--- src/rtl/regfile_pkg.sv ---
// Shared types and constants for the register-file write path.
package regfile_pkg;
  localparam int REG_COUNT      = 32;
  localparam int REG_ADDR_WIDTH = 5;
  localparam int DATA_WIDTH     = 32;

  typedef logic [REG_ADDR_WIDTH-1:0] reg_addr_t;
  typedef logic [DATA_WIDTH-1:0]     reg_data_t;

  localparam reg_addr_t ZERO_REG = 5'd0;

  typedef struct packed {
    logic      enable;
    reg_addr_t address;
    reg_data_t data;
  } wr_req_t;
endpackage

--- src/rtl/regfile_write_scheduler_if.sv ---
// Bundle of pipeline WB, aux handshake, register-file write and decode read signals.
interface regfile_write_scheduler_if;
  import regfile_pkg::*;

  logic      pipe_write_enable;
  reg_addr_t pipe_write_address;
  reg_data_t pipe_write_data;
  logic      pipe_stall;

  logic      aux_reserve_enable;
  reg_addr_t aux_reserve_address;
  logic      aux_valid;
  reg_addr_t aux_address;
  reg_data_t aux_data;
  logic      aux_ready;

  logic      write_enable;
  reg_addr_t write_address;
  reg_data_t write_data;

  logic      read_enable_a;
  reg_addr_t read_address_a;
  logic      read_enable_b;
  reg_addr_t read_address_b;
  logic      hazard_stall;
  logic      reserve_conflict;

  modport slave (
    input  pipe_write_enable, pipe_write_address, pipe_write_data,
    input  aux_reserve_enable, aux_reserve_address,
    input  aux_valid, aux_address, aux_data,
    input  read_enable_a, read_address_a, read_enable_b, read_address_b,
    output pipe_stall, aux_ready,
    output write_enable, write_address, write_data,
    output hazard_stall, reserve_conflict
  );

  modport master (
    output pipe_write_enable, pipe_write_address, pipe_write_data,
    output aux_reserve_enable, aux_reserve_address,
    output aux_valid, aux_address, aux_data,
    output read_enable_a, read_address_a, read_enable_b, read_address_b,
    input  pipe_stall, aux_ready,
    input  write_enable, write_address, write_data,
    input  hazard_stall, reserve_conflict
  );
endinterface

--- src/rtl/regfile_scoreboard.sv ---
// Busy scoreboard for registers reserved by the aux unit, plus decode RAW hazard detection.
module regfile_scoreboard
  import regfile_pkg::*;
(
  input  logic                 clock,
  input  logic                 reset,
  input  logic                 reserve_enable,
  input  reg_addr_t            reserve_address,
  input  logic                 clear_enable,
  input  reg_addr_t            clear_address,
  input  logic                 read_enable_a,
  input  reg_addr_t            read_address_a,
  input  logic                 read_enable_b,
  input  reg_addr_t            read_address_b,
  output logic [REG_COUNT-1:0] busy,
  output logic                 hazard_stall,
  output logic                 reserve_conflict
);
  logic [REG_COUNT-1:0] busy_q, busy_d;
  logic [REG_COUNT-1:0] set_mask, clear_mask;
  logic                 conflict_q, conflict_d;
  logic                 hazard_a, hazard_b;

  always_comb begin
    set_mask   = '0;
    clear_mask = '0;
    if (clear_enable && clear_address != ZERO_REG)
      clear_mask[clear_address] = 1'b1;
    if (reserve_enable && reserve_address != ZERO_REG)
      set_mask[reserve_address] = 1'b1;
    // Set is applied after clear so a same-cycle reserve of the retiring register wins.
    busy_d    = (busy_q & ~clear_mask) | set_mask;
    busy_d[0] = 1'b0;
    conflict_d = conflict_q | (|(set_mask & busy_q & ~clear_mask));

    // A register being written this cycle is bypassed by the register file.
    hazard_a = read_enable_a && (read_address_a != ZERO_REG) && busy_q[read_address_a]
               && !(clear_enable && clear_address == read_address_a);
    hazard_b = read_enable_b && (read_address_b != ZERO_REG) && busy_q[read_address_b]
               && !(clear_enable && clear_address == read_address_b);
  end

  always_ff @(posedge clock or posedge reset) begin
    if (reset) begin
      busy_q     <= '0;
      conflict_q <= 1'b0;
    end else begin
      busy_q     <= busy_d;
      conflict_q <= conflict_d;
    end
  end

  assign busy             = busy_q;
  assign hazard_stall     = hazard_a || hazard_b;
  assign reserve_conflict = conflict_q;
endmodule

--- src/rtl/regfile_write_scheduler.sv ---
// Shares the register-file write port between pipeline WB (priority) and the aux unit,
// forcing an aux grant and a pipeline stall after MAX_WAIT consecutive lost cycles.
module regfile_write_scheduler
  import regfile_pkg::*;
#(
  parameter int MAX_WAIT   = 4,
  parameter int WAIT_WIDTH = 4
) (
  input logic                     clock,
  input logic                     reset,
  regfile_write_scheduler_if.slave bus
);
  localparam logic [WAIT_WIDTH-1:0] MAX_WAIT_W = WAIT_WIDTH'(MAX_WAIT);

  logic [WAIT_WIDTH-1:0] wait_count_q, wait_count_d;
  logic                  force_q, force_d;
  logic                  pipe_wants, force_aux, aux_ready, lost;
  wr_req_t               wr;
  logic [REG_COUNT-1:0]  busy;
  logic                  hazard_stall, reserve_conflict;

  always_comb begin
    pipe_wants = bus.pipe_write_enable && (bus.pipe_write_address != ZERO_REG);
    // A dropped aux request releases the forced grant without waiting for the edge.
    force_aux  = force_q && bus.aux_valid;
    aux_ready  = !reset && bus.aux_valid && (force_aux || !pipe_wants);

    wr = '0;
    if (!reset) begin
      if (aux_ready) begin
        wr.enable  = (bus.aux_address != ZERO_REG);
        wr.address = bus.aux_address;
        wr.data    = bus.aux_data;
      end else if (pipe_wants && !force_aux) begin
        wr.enable  = 1'b1;
        wr.address = bus.pipe_write_address;
        wr.data    = bus.pipe_write_data;
      end
    end

    lost = bus.aux_valid && !aux_ready;
    if (lost)
      wait_count_d = (wait_count_q == MAX_WAIT_W) ? MAX_WAIT_W : wait_count_q + 1'b1;
    else
      wait_count_d = '0;
    force_d = lost && (wait_count_d == MAX_WAIT_W) && (wait_count_q != MAX_WAIT_W);
  end

  always_ff @(posedge clock or posedge reset) begin
    if (reset) begin
      wait_count_q <= '0;
      force_q      <= 1'b0;
    end else begin
      wait_count_q <= wait_count_d;
      force_q      <= force_d;
    end
  end

  regfile_scoreboard u_scoreboard (
    .clock           (clock),
    .reset           (reset),
    .reserve_enable  (bus.aux_reserve_enable),
    .reserve_address (bus.aux_reserve_address),
    .clear_enable    (aux_ready),
    .clear_address   (bus.aux_address),
    .read_enable_a   (bus.read_enable_a),
    .read_address_a  (bus.read_address_a),
    .read_enable_b   (bus.read_enable_b),
    .read_address_b  (bus.read_address_b),
    .busy            (busy),
    .hazard_stall    (hazard_stall),
    .reserve_conflict(reserve_conflict)
  );

  assign bus.pipe_stall       = force_aux;
  assign bus.aux_ready        = aux_ready;
  assign bus.write_enable     = wr.enable;
  assign bus.write_address    = wr.address;
  assign bus.write_data       = wr.data;
  assign bus.hazard_stall     = hazard_stall;
  assign bus.reserve_conflict = reserve_conflict;
endmodule

--- src/flat_wrapper.sv ---
// flat-port wrapper written by rule: the top's interface ports become plain ports
module regfile_write_scheduler_flat import regfile_pkg::*;
#(
  parameter int MAX_WAIT   = 4,
  parameter int WAIT_WIDTH = 4
)
  (clock, reset, bus_pipe_write_enable, bus_pipe_write_address, bus_pipe_write_data, bus_aux_reserve_enable, bus_aux_reserve_address, bus_aux_valid, bus_aux_address, bus_aux_data, bus_read_enable_a, bus_read_address_a, bus_read_enable_b, bus_read_address_b, bus_pipe_stall, bus_aux_ready, bus_write_enable, bus_write_address, bus_write_data, bus_hazard_stall, bus_reserve_conflict);
  regfile_write_scheduler_if bus_i ();
  input logic clock;
  input logic reset;
  input wire logic [$bits(bus_i.pipe_write_enable)-1:0] bus_pipe_write_enable;
  input wire logic [$bits(bus_i.pipe_write_address)-1:0] bus_pipe_write_address;
  input wire logic [$bits(bus_i.pipe_write_data)-1:0] bus_pipe_write_data;
  input wire logic [$bits(bus_i.aux_reserve_enable)-1:0] bus_aux_reserve_enable;
  input wire logic [$bits(bus_i.aux_reserve_address)-1:0] bus_aux_reserve_address;
  input wire logic [$bits(bus_i.aux_valid)-1:0] bus_aux_valid;
  input wire logic [$bits(bus_i.aux_address)-1:0] bus_aux_address;
  input wire logic [$bits(bus_i.aux_data)-1:0] bus_aux_data;
  input wire logic [$bits(bus_i.read_enable_a)-1:0] bus_read_enable_a;
  input wire logic [$bits(bus_i.read_address_a)-1:0] bus_read_address_a;
  input wire logic [$bits(bus_i.read_enable_b)-1:0] bus_read_enable_b;
  input wire logic [$bits(bus_i.read_address_b)-1:0] bus_read_address_b;
  output wire logic [$bits(bus_i.pipe_stall)-1:0] bus_pipe_stall;
  output wire logic [$bits(bus_i.aux_ready)-1:0] bus_aux_ready;
  output wire logic [$bits(bus_i.write_enable)-1:0] bus_write_enable;
  output wire logic [$bits(bus_i.write_address)-1:0] bus_write_address;
  output wire logic [$bits(bus_i.write_data)-1:0] bus_write_data;
  output wire logic [$bits(bus_i.hazard_stall)-1:0] bus_hazard_stall;
  output wire logic [$bits(bus_i.reserve_conflict)-1:0] bus_reserve_conflict;
  assign bus_i.pipe_write_enable = bus_pipe_write_enable;
  assign bus_i.pipe_write_address = bus_pipe_write_address;
  assign bus_i.pipe_write_data = bus_pipe_write_data;
  assign bus_i.aux_reserve_enable = bus_aux_reserve_enable;
  assign bus_i.aux_reserve_address = bus_aux_reserve_address;
  assign bus_i.aux_valid = bus_aux_valid;
  assign bus_i.aux_address = bus_aux_address;
  assign bus_i.aux_data = bus_aux_data;
  assign bus_i.read_enable_a = bus_read_enable_a;
  assign bus_i.read_address_a = bus_read_address_a;
  assign bus_i.read_enable_b = bus_read_enable_b;
  assign bus_i.read_address_b = bus_read_address_b;
  assign bus_pipe_stall = bus_i.pipe_stall;
  assign bus_aux_ready = bus_i.aux_ready;
  assign bus_write_enable = bus_i.write_enable;
  assign bus_write_address = bus_i.write_address;
  assign bus_write_data = bus_i.write_data;
  assign bus_hazard_stall = bus_i.hazard_stall;
  assign bus_reserve_conflict = bus_i.reserve_conflict;
  regfile_write_scheduler #(.MAX_WAIT(MAX_WAIT), .WAIT_WIDTH(WAIT_WIDTH)) u_core (.clock(clock), .reset(reset), .bus(bus_i));
endmodule
--- config.mk ---
export PLATFORM = sky130hd
export DESIGN_NAME = regfile_write_scheduler_flat
export DESIGN_NICKNAME = d
export VERILOG_FILES = /design/src/rtl/regfile_pkg.sv /design/src/rtl/regfile_write_scheduler_if.sv /design/src/rtl/regfile_scoreboard.sv /design/src/rtl/regfile_write_scheduler.sv /design/src/flat_wrapper.sv
export SDC_FILE = /design/constraint.sdc
export NUM_CORES = 1
export LEC_CHECK = 0
export BUFFER_PORTS_ARGS = -buffer_cell sky130_fd_sc_hd__buf_2
export CORE_MARGIN = 8
export CORE_UTILIZATION = 43
export CTS_CLUSTER_SIZE = 10
export DETAILED_ROUTE_END_ITERATION = 7
export PLACE_DENSITY = 0.77
export RECOVER_POWER = 100
export SYNTH_ARGS = -nofsm -noshare
export SYNTH_HDL_FRONTEND = slang
export SYNTH_SLANG_ARGS = --single-unit
--- constraint.sdc ---
create_clock -name clock -period 2.2 [get_ports clock]
set_input_delay 0.33 -clock clock [delete_from_list [all_inputs] [get_ports clock]]
set_output_delay 0.33 -clock clock [all_outputs]
set_load 0.05 [all_outputs]
Word-level counts from Yosys, hierarchy flattened

Cells that the tools add are included.
W data, S select, Z words.

Flip-flop bits (word level): 37
Input port bits: 96
Output and inout port bits: 42
Logic and storage cells: 71

Add/sub/neg operators: 1
$lt $le $gt $ge: 6
Eq/ne operators: 5
Mux-type cells: 15
Bitwise logic cells: 6
Reduce and logical (&&, ||, !) cells: 34

Operators by type and width:

| operator              | count |
|---|---|
| $mux W38              | 3 |
| $and A32 B32 Y32      | 3 |
| $mux W32              | 2 |
| $not A32 Y32          | 1 |
| $or A32 B32 Y32       | 1 |
| $reduce_or A32 Y1     | 1 |
| $reduce_bool A5 Y1    | 5 |
| $lt A5 B6 Y1 const B  | 4 |
| $logic_and A1 B1 Y1   | 20 |
| $bmux W1 S5           | 2 |
| $demux W1 S5          | 2 |
| $eq A5 B5 Y1          | 2 |
| $ge A5 B1 Y1 const B  | 2 |
| $eq A4 B3 Y1 const B  | 2 |
| $mux W4               | 2 |
| $logic_not A1 Y1      | 6 |
| $add A4 B1 Y4 const B | 1 |
| $mux W1               | 4 |
| $ne A4 B3 Y1 const B  | 1 |
| $logic_or A1 B1 Y1    | 2 |
| $or A1 B1 Y1          | 1 |

Depth between registers and ports, before layout

Gate-level depths: netlist of the first run.

Depth after elaboration: 11
Gate-level depth with buffers: 8
Gate-level depth less buffers: 8

Modules after synthesis

A second synthesis of the first run with hierarchy kept.

Cells, all modules: 435
Area total of the unflattened synthesis: 3565.9 µm²

Modules (own cells, without submodules):

| module                  | times used | cells an instance | area an instance (µm²) | sequential area each (µm²) |
|---|---|---|---|---|
| regfile_scoreboard      | 1          | 270               | 2458.6                 | 800.8 |
| regfile_write_scheduler | 1          | 165               | 1107.3                 | 125.1 |

Worst setup path before layout of the first run

OpenSTA, ideal clock, no wires.

Path kind: input to output
Start point: in bus_read_address_a[0]
End point: out bus_hazard_stall
Arrival time: 2.161 ns
Required time: 1.870 ns
Path slack: -0.291 ns
Stages on the path: 7
Path buffers: 1
Path through: buf_2 mux4_2 mux4_2 o41ai_1 o21ai_1 o311ai_1 o21ai_1

Longest elaborated chain between the ends: 5
Elaborated cells between the ends (all ways): 10
Those cells by class: 1 x eq/ne; 2 x mux; 7 x reduce/logical

Ends and longest elaborated chain:

| what                                                           | RTL line                                           | RTL |
|---|---|---|
| start: declaration                                             | flat_wrapper.sv:20                                 | `input wire logic [$bits(bus_i.read_address_a)-1:0] bus_read_address_a;` |
| $bmux W1 S5 (tied with other cells)                            | regfile_scoreboard.sv:37                           | `hazard_a = read_enable_a && (read_address_a != ZERO_REG) && busy_q[read_address_a]` |
| $mux W1 (not written as such) (tied with other cells)          | regfile_scoreboard.sv:37                           |  |
| $logic_and A1 B1 Y1 / $logic_not A1 Y1 (equally long branches) | regfile_scoreboard.sv:37, regfile_scoreboard.sv:38 |  |
| $logic_and A1 B1 Y1 (*)                                        | regfile_scoreboard.sv:38                           | `&& !(clear_enable && clear_address == read_address_a);` |
| $logic_or A1 B1 Y1 (*)                                         | regfile_scoreboard.sv:54                           | `assign hazard_stall = hazard_a \|\| hazard_b;` |
| end: declaration                                               | flat_wrapper.sv:28                                 | `output wire logic [$bits(bus_i.hazard_stall)-1:0] bus_hazard_stall;` |

Mark *: on every way between the ends. The rest lies on a longest branch, timed or not. The select of a mux whose other input is x is not followed.

Worst setup path after layout of the first run

Start point: reg u_core.u_scoreboard.busy_q[11], in the netlist u_core.u_scoreboard.busy[11]
End point: out bus_hazard_stall

Longest elaborated chain between the ends: 5
Elaborated cells between the ends (all ways): 9
Those cells by class: 4 x mux; 5 x reduce/logical

Ends and longest elaborated chain:

| what                                   | RTL line                                           | RTL |
|---|---|---|
| start: declaration                     | regfile_scoreboard.sv:19                           | `logic [REG_COUNT-1:0] busy_q, busy_d;` |
| start signal: assignment               | regfile_scoreboard.sv:48                           | `busy_q <= busy_d;` |
| $bmux W1 S5 (on tied branches)         | regfile_scoreboard.sv:37, regfile_scoreboard.sv:39 |  |
| $mux W1 (on tied branches)             | regfile_scoreboard.sv:37, regfile_scoreboard.sv:39 |  |
| $logic_and A1 B1 Y1 (on tied branches) | regfile_scoreboard.sv:37, regfile_scoreboard.sv:39 |  |
| $logic_and A1 B1 Y1 (on tied branches) | regfile_scoreboard.sv:38, regfile_scoreboard.sv:40 |  |
| $logic_or A1 B1 Y1 (*)                 | regfile_scoreboard.sv:54                           |  |

Marks and branches as above.

==> results_dict.tcl, run 1 <==
set metrics [dict create \
    worst_pin_slew_ns 0.751 \
    crit_fanout 3 \
    relSlewSlack_pct 49.9 \
    final_common_cell "buf_2" \
    ys_seq_area_share_pct 30.7 \
    cts_sinks 37 \
    synth_area_leaders "dfrtp_1, mux4_2, a22o_1, o21ai_0, o31ai_1" \
    rows 30 \
    antenna_cells 0 \
    drtPass1Iterations 6 \
    synth_flop_cell "dfrtp_1" \
    timing.final.crit_share_pct 118 \
    rsz0062_at_grt "yes" \
    r2r_start "u_core.force_q$_DFF_PP0_" \
    hold_path.class "input pin to async pin" \
    start_kind "flop" \
    synth_cells 322 \
    routed_via_density 6.70 \
    grt_max_degree 29 \
    drcViolationCount 0 \
    drive_gt1_share_pct 48.6 \
    fin_skew_ns 0.0194 \
    synth_seq_cells 37 \
    multi_input_area_sq_mm 0.00210 \
    max-vdd-ir-drop_uv 299 \
    ios 138 \
    clk_pin_slew_ns 0.10 \
    grt_pass1_wl_um 24300 \
    antenna_found_initial 0 \
    cts-htree-levels 2 \
    initial_core_util_pct 44.3 \
    critical_path.max_stage_delay_ns 0.49 \
    die_y_um 99.7 \
    nets 613 \
    crit_arrival_ns 2.28 \
    worst-path-buf-inv 1 \
    placed_cell_area_sq_mm 0.00418 \
    drtIter0Drc 559 \
    coreArea_sq_mm 0.00679 \
    routed_wl_um 17700 \
    grt.overflow.total 0 \
    holdWs_ns 0.0839 \
    globalplace.congestion 0.993 \
    synth-edff-count 0 \
    synth_area_leader_cell "dfrtp_1" \
    avgSynthCellArea_sq_um 9.36 \
    cts_root_buf "clkbuf_8" \
    fillers 437 \
    max-clock-path-buffers 2 \
    criticalPathCategory "flop to primary output" \
    synth.top_cell.area_share_pct 30.7 \
    cp_common_cell "mux4_2" \
    ys_warn_count 0 \
    min_period_ns 2.61 \
    synth_nets 420 \
    fin_area_sq_mm 0.00496 \
    slowest_stage "mux4_2" \
    finalSetupViolCount 41 \
    fp.dieArea_sq_mm 0.00994 \
    first_global_vias 4015 \
    worst_slack_ns -0.407 \
    hold_viol 0 \
    cpLargestDelayFamily "multiplexers" \
    insertion_delay_ns 0.31 \
    seq_area_sq_um 926 \
    power_leakage_uw 0.00225 \
    num_vias 4102 \
    violations "setup timing" \
    worstSetupStartpoint "u_core.u_scoreboard.busy[11]$_DFF_PP0_" \
    fmax_mhz 384 \
    wl_per_cell_um 29.0 \
    layout_common_cells "buf_2, o21ai_0, buf_4" \
    track_usage_pct 32.2 \
    area_growth_pct 64.7 \
    powerDensity_mw_per_mm2 613 \
    synth.cell_area_sq_mm 0.00301 \
    tritoncts "yes" \
    cts_buffers 5 \
    slew_viol_final 0 \
    cp-end-kind "primary output" \
    dp_hpwl_um 10700 \
    port_buffers 137 \
    maxCapViolations 0 \
    cp.required_ns 1.87 \
    drtAntennaViolNets 0 \
    die_w_um 99.7 \
    outcome "finished with violations" \
    async_flop_share_pct 100 \
    synth.distinct_cells 53 \
    crit_chain "mux4_2, mux4_2, o41ai_2, o21ai_1, o311ai_1, o21ai_2, buf_6" \
]
[worst paths after layout]
check | slack [ns] | cells after the start | to
worst max-delay path | -0.41 | 7 | bus_hazard_stall
worst min-delay path | 0.08 | 2 | u_core.u_scoreboard.busy[25]$_DFF_PP0_
min in group clock | 0.41 | 3 | u_core.u_scoreboard.busy[16]$_DFF_PP0_
max in group asynchronous | 1.03 | 3 | u_core.u_scoreboard.busy[18]$_DFF_PP0_
worst min register to register | 0.49 | 1 | u_core.wait_count_q[0]$_DFF_PP0_
worst max register to register | -0.29 | 11 | u_core.u_scoreboard.reserve_conflict$_DFF_PP0_
[worst register-to-register path, stage by stage, from the launching register on]
cell	delay (ns)
dfrtp_1	0.41
a21bo_1	0.22
a22oi_1	0.33
inv_2	0.10
clkbuf_1	0.13
clkbuf_1	0.12
nand3b_4	0.09
clkbuf_1	0.36
o21ai_0	0.18
o22ai_1	0.20
o21ai_0	0.13
nand4_1	0.13
[per-layer routing]
metal	wire length [um]	global-route usage (%)	part of all wire (%)
met5	0	0	0
met3	2840	13.3	16
met4	1730	24.4	9.7
met2	7720	50.5	44
met1	5450	34.0	31
[synth_stat cells, drive strengths merged (2+ instances only)]
cell type and count:
xnor2 6, a21oi 2, nor2b 3, nor3b 2, nor3 2, o41ai 2, nand3b 8, o21ai 56
mux2 2, a22o 37, o211ai 6, or3 3, and3 3, and3b 2, o22ai 10, ha 2
nand3 10, inv 7, nor2 14, nand2 21, xor2 4, nand4 3, nand2b 3, mux4 17
mux2i 4, a22oi 2, o31ai 12, clkbuf 16, buf 8, nor4 2, or3b 4, dfrtp 37
[flip-flops by register name, summed over array words and instances, names as in the netlist]
signal	flops
u_core.force_q	1
u_core.u_scoreboard.busy	31
u_core.u_scoreboard.reserve_conflict	1
u_core.wait_count_q	4
[where the power goes]
part | switching (uW) | total, uW | internal [uW] | leakage (uW)
combinational | 728 | 1390 | 659 | 0.00175
clock | 282 | 652 | 369 | 0.0000574
sequential | 181 | 1000 | 823 | 0.000438
[cells by family after synthesis]
group	count (synthesis)	share of synthesized area (%)
AOI/OAI and AO/OA	135	30.8
DFF	37	30.7
muxes	23	14.8
buffers and inverters	31	4.32
and+or+nand+nor	84	15.6
adders and majority gates	2	0.830
xor gates and xnor gates	10	2.91
[cell type report]
type,instances,area share [%]
sequential,37,18.7
clock buffer,6,1.66
tap,96,2.42
timing repair buffer,210,33.6
multi-input combinational,254,42.4
inverter,7,0.530
clock inverter,2,0.756
[through the flow]
stage	std cells	total power, uW	worst slack [ns]	util, %	setup TNS, ns
global placement	586	2080	-0.189	61.5	-0.331
global route	612	3130	-0.436	73.0	-11.06
CTS	612	2900	-0.358	71.9	-2.28
detailed placement	586	2110	-0.248	61.5	-0.493
finish	612	3040	-0.407	73.0	-10.01
floorplan	322	1620	-0.0931	-	-0.0931
[repair_timing]
action / 4_1_cts / 5_1_grt
resized for setup: 100 / 37
setup endpoints to repair: 39 / 41
gates cloned: 5 / 2
hold buffers: 0 / 0
setup buffers: 14 / 2
endpoints found under the hold margin: 0 / 0
pin swaps: 25 / 14
Power figures use the tool's default switching activity.
==> run 2: changes to the inputs <==
SKIP_CTS_REPAIR_TIMING = 1   (was not set)
==> results_dict.tcl, run 2 (synthesized netlist as in run 1, its figures left out) <==
set metrics [dict create \
    antenna_found_initial 0 \
    wl_per_cell_um 24.2 \
    antenna_cells 0 \
    outcome "finished with violations" \
    globalplace.congestion 0.993 \
    dp_hpwl_um 10700 \
    initial_core_util_pct 44.3 \
    area_growth_pct 56.6 \
    powerDensity_mw_per_mm2 615 \
    min_period_ns 2.57 \
    grt_max_degree 29 \
    fmax_mhz 390 \
    start_kind "flop" \
    tritoncts "yes" \
    layout_common_cells "buf_2, buf_4, o21ai_0" \
    num_vias 3820 \
    coreArea_sq_mm 0.00679 \
    r2r_start "u_core.force_q$_DFF_PP0_" \
    max-clock-path-buffers 2 \
    drtPass1Iterations 5 \
    drcViolationCount 0 \
    worst_pin_slew_ns 0.741 \
    crit_fanout 3 \
    grt_pass1_wl_um 20100 \
    largest_reg_flops 31 \
    slew_viol_final 0 \
    finalSetupViolCount 39 \
    rsz0062_at_grt "yes" \
    worst_slack_ns -0.365 \
    clk_pin_slew_ns 0.08 \
    worstSetupStartpoint "u_core.u_scoreboard.busy[11]$_DFF_PP0_" \
    die_w_um 99.7 \
    cp-end-kind "primary output" \
    insertion_delay_ns 0.31 \
    p_total_uw 2900 \
    max-vdd-ir-drop_uv 301 \
    port_buffers 137 \
    rows 30 \
    dpl.cell_count 586 \
    violations "setup timing" \
    cts-htree-levels 2 \
    die_y_um 99.7 \
    final_common_cell "buf_2" \
    final_cells 606 \
    ios 138 \
    power_leakage_uw 0.00214 \
    hold_path.class "input pin to async pin" \
    drive_gt1_share_pct 48.6 \
    hold_viol 0 \
    drtIter0Drc 376 \
    cts_sinks 37 \
    fp.dieArea_sq_mm 0.00994 \
    first_global_vias 3516 \
    timing.final.crit_share_pct 117 \
    holdWs_ns 0.0532 \
    nets 607 \
    cts_buffers 5 \
    routed_via_density 6.30 \
    drtAntennaViolNets 0 \
    routed_wl_um 14600 \
    crit_arrival_ns 2.24 \
    cts_root_buf "clkbuf_8" \
    relSlewSlack_pct 50.6 \
    maxCapViolations 0 \
    grt.overflow.total 0 \
    track_usage_pct 25.9 \
    cp.required_ns 1.87 \
    fin_skew_ns 0.0103 \
    criticalPathCategory "flop to primary output" \
]
[run 2: cell types whose count changed in the layout (fill, tap and decap cells not counted), moves of 5 or more]
cell / change
buf_4: +6
a22o_4: -10
clkbuf_1: -5
buf_12: -5
buf_6: +8
buf_8: -8
a22o_2: +9
[run 2: power breakdown]
part	switching (uW)	internal, uW	total, uW
Sequential	171	823	994
Clock	276	369	645
Combinational	657	609	1270
[run 2: layout make-up]
class | count | area, sq um
Clock buffer | 6 | 82.6
Clock inverter | 2 | 37.5
Fill cell | 502 | 2080
Inverter | 7 | 26.3
Multi-Input combinational cell | 254 | 2000
Sequential cell | 37 | 926
Tap cell | 96 | 120
Timing Repair Buffer | 204 | 1520
[run 2: metrics by stage]
stage	instance area [sq um]	worst slack (ns)	utilization, %	TNS (ns)
6_report	4720	-0.365	69.4	-6.05
5_1_grt	4720	-0.404	69.4	-9.33
4_1_cts	4300	-0.413	63.3	-5.40
3_5_place_dp	4180	-0.248	61.5	-0.493
3_3_place_gp	4180	-0.189	61.5	-0.331
2_1_floorplan	3030	-0.0931	-	-0.0931
[run 2: worst max-delay path: stages (launching register included)]
cell      delay (ns)
dfrtp_1         0.43
mux4_2          0.48
mux4_2          0.48
o41ai_2         0.07
o21ai_1         0.11
o311ai_1        0.09
o21ai_2         0.10
buf_6           0.16
[run 2: per-layer routing]
metal	routed length, um	global-route usage (%)	vias to the layer above	share of wire [%]
met5	0	0	-	0
met4	779	12.3	0	5.3
met3	1700	7.05	59	12
met2	7000	42.8	268	48
met1	5170	30.3	1853	35
li1	-	-	1640	-
[run 2: worst paths after layout]
| kind | cells past startpoint | slack (ns) | to |
|---|---|---|---|
| max | 7 | -0.37 | bus_hazard_stall |
| min | 2 | 0.05 | u_core.u_scoreboard.busy[25]$_DFF_PP0_ |
| max reg2reg | 9 | -0.05 | u_core.u_scoreboard.reserve_conflict$_DFF_PP0_ |
| min reg2reg | 1 | 0.49 | u_core.wait_count_q[0]$_DFF_PP0_ |
| max in group asynchronous | 3 | 1.09 | u_core.u_scoreboard.busy[18]$_DFF_PP0_ |
| min in group clock | 3 | 0.41 | u_core.u_scoreboard.busy[16]$_DFF_PP0_ |
==> run 3: changes to the inputs <==
CORE_MARGIN = not set   (was 8)
==> results_dict.tcl, run 3 (synthesized netlist as in run 1, its figures left out) <==
set metrics [dict create \
    max-clock-path-buffers 2 \
    nets 600 \
    clk_pin_slew_ns 0.08 \
    routed_via_density 6.63 \
    reg2regPathDepth 10 \
    tritoncts "yes" \
    cts_buffers 5 \
    worst_slack_ns -0.503 \
    crit_arrival_ns 2.37 \
    top_layer_used "met5" \
    drtAntennaViolNets 0 \
    ios 138 \
    fin_skew_ns 0.00880 \
    initial_core_util_pct 44.3 \
    cts_root_buf "clkbuf_8" \
    holdWs_ns 0.395 \
    slew_viol_final 0 \
    intPower_uw 1670 \
    globalplace.congestion 1.02 \
    dp_hpwl_um 9830 \
    crit_end "bus_hazard_stall" \
    maxCapViolations 0 \
    antenna_found_initial 1 \
    rows 30 \
    fin_area_sq_mm 0.00478 \
    r2r-end "u_core.u_scoreboard.reserve_conflict$_DFF_PP0_" \
    comb_power_share_pct 47.1 \
    critical_path.max_stage_delay_ns 0.51 \
    clkPwrFrac_pct 17.3 \
    cp_common_cell "mux4_2" \
    grt.overflow.total 0 \
    cp-end-kind "primary output" \
    min_period_ns 2.70 \
    fp.dieArea_sq_mm 0.00735 \
    grt_pass1_wl_um 18100 \
    relSlewSlack_pct 37.6 \
    coreArea_sq_mm 0.00679 \
    timing.final.crit_share_pct 123 \
    crit_chain "mux4_2, mux4_2, o41ai_2, o21ai_1, o311ai_1, o21ai_2, buf_6" \
    fmax_mhz 370 \
    criticalPathCategory "flop to primary output" \
    finalSetupViolCount 39 \
    power.net_switching_uw 1130 \
    antenna_cells 0 \
    cts_sinks 37 \
    start_kind "flop" \
    timing.reg2reg.setup_slack_ns -0.25 \
    drive_gt1_share_pct 50.3 \
    layout_common_cells "buf_2, o21ai_0, buf_4" \
    drtPass1Iterations 8 \
    die_y_um 85.7 \
    outcome "finished with violations" \
    p_sw_share_pct 40.5 \
    powerDensity_mw_per_mm2 585 \
    die_w_um 85.7 \
    drtIter0Drc 476 \
    rsz0062_at_grt "yes" \
    met2_length_um 6690 \
    drcViolationCount 0 \
    met3_length_um 1780 \
    num_vias 3970 \
    slowest_stage "mux4_2" \
    port_buffers 137 \
    hold_viol 0 \
    max-vdd-ir-drop_uv 322 \
    r2r_start "u_core.force_q$_DFF_PP0_" \
    placed_cell_area_sq_mm 0.00415 \
    largest_reg_flops 31 \
    wl_per_cell_um 24.6 \
    insertion_delay_ns 0.30 \
    worst_pin_slew_ns 0.936 \
    first_global_vias 3305 \
    hold_path.class "input pin to async pin" \
    cp.required_ns 1.87 \
    violations "setup timing" \
    worstSetupStartpoint "u_core.u_scoreboard.busy[8]$_DFF_PP0_" \
    power_leakage_uw 0.00218 \
    grt_max_degree 38 \
    routed_wl_um 14700 \
    area_growth_pct 58.7 \
    crit_fanout 4 \
    track_usage_pct 33.0 \
    wl_met1_um 5140 \
    final_common_cell "buf_2" \
    power_frac_seq_pct 35.6 \
    cts-htree-levels 2 \
]
## run 3: worst min-delay path by stage
stage	start	to	slack, ns	cells after the start
2_1_floorplan	u_core.wait_count_q[0]$_DFF_PP0_	u_core.wait_count_q[0]$_DFF_PP0_	0.45	1
3_3_place_gp	u_core.wait_count_q[0]$_DFF_PP0_	u_core.wait_count_q[0]$_DFF_PP0_	0.48	1
3_5_place_dp	u_core.wait_count_q[0]$_DFF_PP0_	u_core.wait_count_q[0]$_DFF_PP0_	0.48	1
4_1_cts	reset	u_core.wait_count_q[3]$_DFF_PP0_	0.19	3
5_1_grt	bus_aux_reserve_address[4]	u_core.u_scoreboard.busy[16]$_DFF_PP0_	0.41	3
6_report	reset	u_core.u_scoreboard.busy[9]$_DFF_PP0_	0.40	3
## run 3: critical path, delay by kind of cell, from the launching register on
family / cells / cell delay, ns
flops: 1 / 0.46
mux: 2 / 0.98
buf+inv: 1 / 0.17
compound gates: 4 / 0.48
## run 3: power groups by stage
| stage | Combinational [uW] | Clock, uW | Sequential, uW |
|---|---|---|---|
| 6_report | 1320 | 484 | 997 |
| 5_1_grt | 1370 | 509 | 994 |
| 4_1_cts | 1110 | 479 | 975 |
| 3_5_place_dp | 1110 | 0 | 989 |
| 3_3_place_gp | 1080 | 0 | 985 |
| 2_1_floorplan | 706 | 0 | 913 |
## run 3: stage by stage
| step | total power [uW] | utilization, % | setup slack, ns | setup TNS, ns | instances |
|---|---|---|---|---|---|
| finish | 2800 | 70.4 | -0.503 | -7.48 | 599 |
| CTS | 2570 | 62.4 | -0.457 | -3.67 | 592 |
| global route | 2880 | 70.4 | -0.487 | -9.89 | 599 |
| detailed placement | 2090 | 61.1 | -0.323 | -0.649 | 584 |
| global placement | 2060 | 61.1 | -0.225 | -0.374 | 584 |
| floorplan | 1620 | - | -0.0931 | -0.0931 | 322 |
## run 3: per-layer routing
metal,up-vias,global-route usage (%)
li1,1637,-
met1,1885,42.3
met2,349,54.4
met3,97,6.74
met4,2,14.4
met5,-,0
## run 3: final cells by class
class	count	area, sq um
multi-input cells	254	2160
fillers	476	2010
repair buffers	197	1460
flip-flops and latches	37	927
well taps	96	120
clock buffers	5	68.8
inverters	7	26.3
clock inverters	3	17.5
